File: src/rtl/system_x.sv
// Registered 2-bit magnitude comparator: X={A,B} against W={C,D}, one-cycle latency.
// Optional Y toggle counter on TOGGLES, enabled by defining SYSTEMX_TOGGLE_CNT_EN.
module system_x (
  input  logic clk,
  input  logic rst,
  input  logic A,
  input  logic B,
  input  logic C,
  input  logic D,
  output logic Y,
  output logic EQ,
  output logic LT,
  output logic VALID
`ifdef SYSTEMX_TOGGLE_CNT_EN
  ,
  output logic [7:0] TOGGLES
`endif
);

  logic [1:0] x_op;
  logic [1:0] w_op;
  logic       gt_d, eq_d, lt_d;
  logic       y_q, eq_q, lt_q, valid_q;

  assign x_op = {A, B};
  assign w_op = {C, D};

  always_comb begin
    gt_d = 1'b0;
    eq_d = 1'b0;
    lt_d = 1'b0;
    if (x_op > w_op)       gt_d = 1'b1;
    else if (x_op == w_op) eq_d = 1'b1;
    else                   lt_d = 1'b1;
  end

  // Flags are one-hot except while in reset, where all three read 0.
  always_ff @(posedge clk) begin
    if (rst) begin
      y_q     <= 1'b0;
      eq_q    <= 1'b0;
      lt_q    <= 1'b0;
      valid_q <= 1'b0;
    end else begin
      y_q     <= gt_d;
      eq_q    <= eq_d;
      lt_q    <= lt_d;
      valid_q <= 1'b1;
    end
  end

  assign Y     = y_q;
  assign EQ    = eq_q;
  assign LT    = lt_q;
  assign VALID = valid_q;

`ifdef SYSTEMX_TOGGLE_CNT_EN
  logic [7:0] tog_q;
  logic [7:0] tog_d;

  // Counts edges where Y changes value; holds at 255 rather than wrapping.
  always_comb begin
    tog_d = tog_q;
    if ((gt_d != y_q) && (tog_q != 8'hFF)) tog_d = tog_q + 8'd1;
  end

  always_ff @(posedge clk) begin
    if (rst) tog_q <= 8'd0;
    else     tog_q <= tog_d;
  end

  assign TOGGLES = tog_q;
`endif

endmodule

File: config.mk
export PLATFORM = sky130hd
export DESIGN_NAME = system_x
export DESIGN_NICKNAME = d
export VERILOG_FILES = /design/src/rtl/system_x.sv
export SDC_FILE = /design/constraint.sdc
export NUM_CORES = 1
export LEC_CHECK = 0
export ABC_AREA = 1
export CAP_MARGIN = 10
export CORE_AREA = 8 8 45 47
export CTS_BUF_LIST = sky130_fd_sc_hd__clkbuf_8
export DETAILED_ROUTE_END_ITERATION = 7
export DIE_AREA = 0 0 53 55
export PLACE_DENSITY_LB_ADDON = 0.15
export SYNTH_ARGS = -nofsm -noshare
export SYNTH_HDL_FRONTEND = slang
export SYNTH_SLANG_ARGS = --single-unit
File: constraint.sdc
create_clock -name clk -period 1.9 [get_ports clk]
set_input_delay 0.475 -clock clk [delete_from_list [all_inputs] [get_ports clk]]
set_output_delay 0.475 -clock clk [all_outputs]
set_load 0.01 [all_outputs]
==> results.json <==
{
  "status": "complete, no violations",
  "min_period_ns": 1.52,
  "cts_buffers": 3,
  "place_area_um2": 273,
  "avgSynthCellArea_um2": 9.04,
  "cp-end-kind": "output port",
  "finalHoldViolCount": 0,
  "synthesis.area_um2": 163,
  "ys.flop_type": "dfxtp_1",
  "maxCapViolCount": 0,
  "wl_per_cell_um": 7.33,
  "max_freq_mhz": 660,
  "clk_pin_slew_ns": 0.03,
  "yosysWarnings": 0,
  "die_h_um": 55,
  "synth_cell_types": 9,
  "fp.dieW_um": 53,
  "final_area_um2": 314,
  "first_pass_iters": 2,
  "gr-total-overflow": 0,
  "drt-initial-drc-count": 1,
  "cts_hold_buf": 0,
  "p_per_area_mw_per_mm2": 989,
  "syn-num-nets": 26,
  "antennaDiodeCount": 0,
  "grt_usage_pct": 2.84,
  "vdd_drop_max_v": 0.000162,
  "ys_seq_elements": 4,
  "cts_setup_buffers": 0,
  "synth_top_area_share_pct": 49.2,
  "routed_wl_um": 337,
  "dp.cells": 43,
  "die-area_mm2": 0.00292,
  "netlist_instances": 18,
  "grt_pass1_vias": 143,
  "drc": 0,
  "synth.area.top_cells": "dfxtp_1 (49%), ha_1 (15%), inv_1 (9.2%)",
  "grt_setup_unrepaired": "false",
  "pin_count": 10,
  "post-route-period-util_pct": 79.8,
  "postRouteAntennaNets": 0,
  "grt_pass1_wl_um": 517,
  "setup_viol": 0,
  "synthTopCellsByCount": "dfxtp_1 (4), inv_1 (4), ha_1 (2), nand2_1 (2), nand2_2 (2)",
  "vias_per_cell": 3.13,
  "num_vias": 144,
  "final_layout_size_suffix_gt1_share_pct": 26.7,
  "crit_chain": "clkdlybuf4s50_1",
  "h-tree-depth": 1,
  "critPathKind": "reg2out",
  "yosys.area.top_type": "dfxtp_1",
  "async_flop_share_pct": 0,
  "max_stage_delay_ns": 0.53,
  "slew_viol_final": 0,
  "path_max_fanout": 1,
  "tightest_slew_ns": 0.125,
  "cp-start-kind": "register",
  "nets": 40,
  "cts_resized": 0,
  "path_buf_inv": 1,
  "slowest_stage": "clkdlybuf4s50_1",
  "crit_arrival_ns": 1.04,
  "final-instance-count-excl-fill": 46,
  "p_leak_nw": 0.143,
  "cts_sinks": 4,
  "antenna_found_initial": 0,
  "max_slew_margin_pct": 91.6,
  "finalWeightedCongestion": 0.576,
  "grt_start_max_net_pins": 3,
  "cp_top_family": "buffers and inverters",
  "layout_setup_ws_ns": 0.384,
  "synth_enable_flop_cells": 0,
  "initial_utilization_pct": 11.8,
  "core-area_mm2": 0.00138,
  "setup_tns_ns": 0,
  "cts_root_buf": "clkbuf_8",
  "dp_hpwl_um": 300,
  "timing.hold.ws_ns": 0.811,
  "seq_area_frac_synth_pct": 49.2,
  "required_ns": 1.42,
  "pre_cts_ws_ns": 0.327,
  "placementRows": 14,
  "area_growth_pct": 93.1,
  "cts_buffer_depth": 2,
  "min_path_type": "in2reg",
  "portBuffers": 9,
  "cts_tree": "done"
}
==> worst paths after layout <==
check	endpoint	from	slack, ns	cells after the start
setup / recovery	VALID	VALID	0.38	1
hold / removal	VALID	rst	0.81	2
==> through the flow <==
step / power (W) / util, %
global route: 0.000325 / 22.7
detailed placement: 0.000140 / 19.7
global placement: 0.000139 / 19.7
finish: 0.000311 / 22.7
CTS: 0.000318 / 22.7
floorplan: 0.000114 / -
==> cell type report <==
class / instances / area, µm²
clock buffers: 3 / 41.3
fillers: 157 / 1070
inverters: 5 / 18.8
multi-input cells: 9 / 63.8
flip-flops and latches: 4 / 80.1
well taps: 16 / 20.0
repair buffers: 9 / 90.1
==> layout by cell type (no fill, tap or decap) <==
cell             synthesis  routed
a21oi_2                  1       1
clkbuf_8                 0       3
clkdlybuf4s50_1          0       9
dfxtp_1                  4       4
ha_1                     2       2
inv_1                    4       4
inv_2                    1       1
nand2_1                  2       2
nand2_2                  2       2
nor2_1                   1       1
nor2_2                   1       1
==> layer usage <==
metal	wire, µm	GRT usage, %
met1	140	2.58
met2	111	2.54
met3	85	2.67
met4	0	5.17
met5	0	0
==> kinds of logic after synthesis <==
family	count (synthesis)	share of synthesized area, %
AOI/OAI and AO/OA	1	5.39
DFF	4	49.2
buffers and inverters	5	11.5
adders and majority gates	2	15.4
and+or+nand+nor	6	18.5
==> state kept, by name, summed over array words and instances, names as in the netlist <==
name and count:
EQ 1, LT 1, VALID 1, Y 1
==> report_power, final <==
part | total [W] | internal (W) | switching [W]
clock network | 0.000173 | 0.000135 | 0.0000384
logic | 0.0000453 | 0.0000266 | 0.0000187
registers | 0.0000923 | 0.0000910 | 0.00000131
total | 0.000311 | 0.000252 | 0.0000584
No activity file was read; power rests on OpenSTA's default activity.
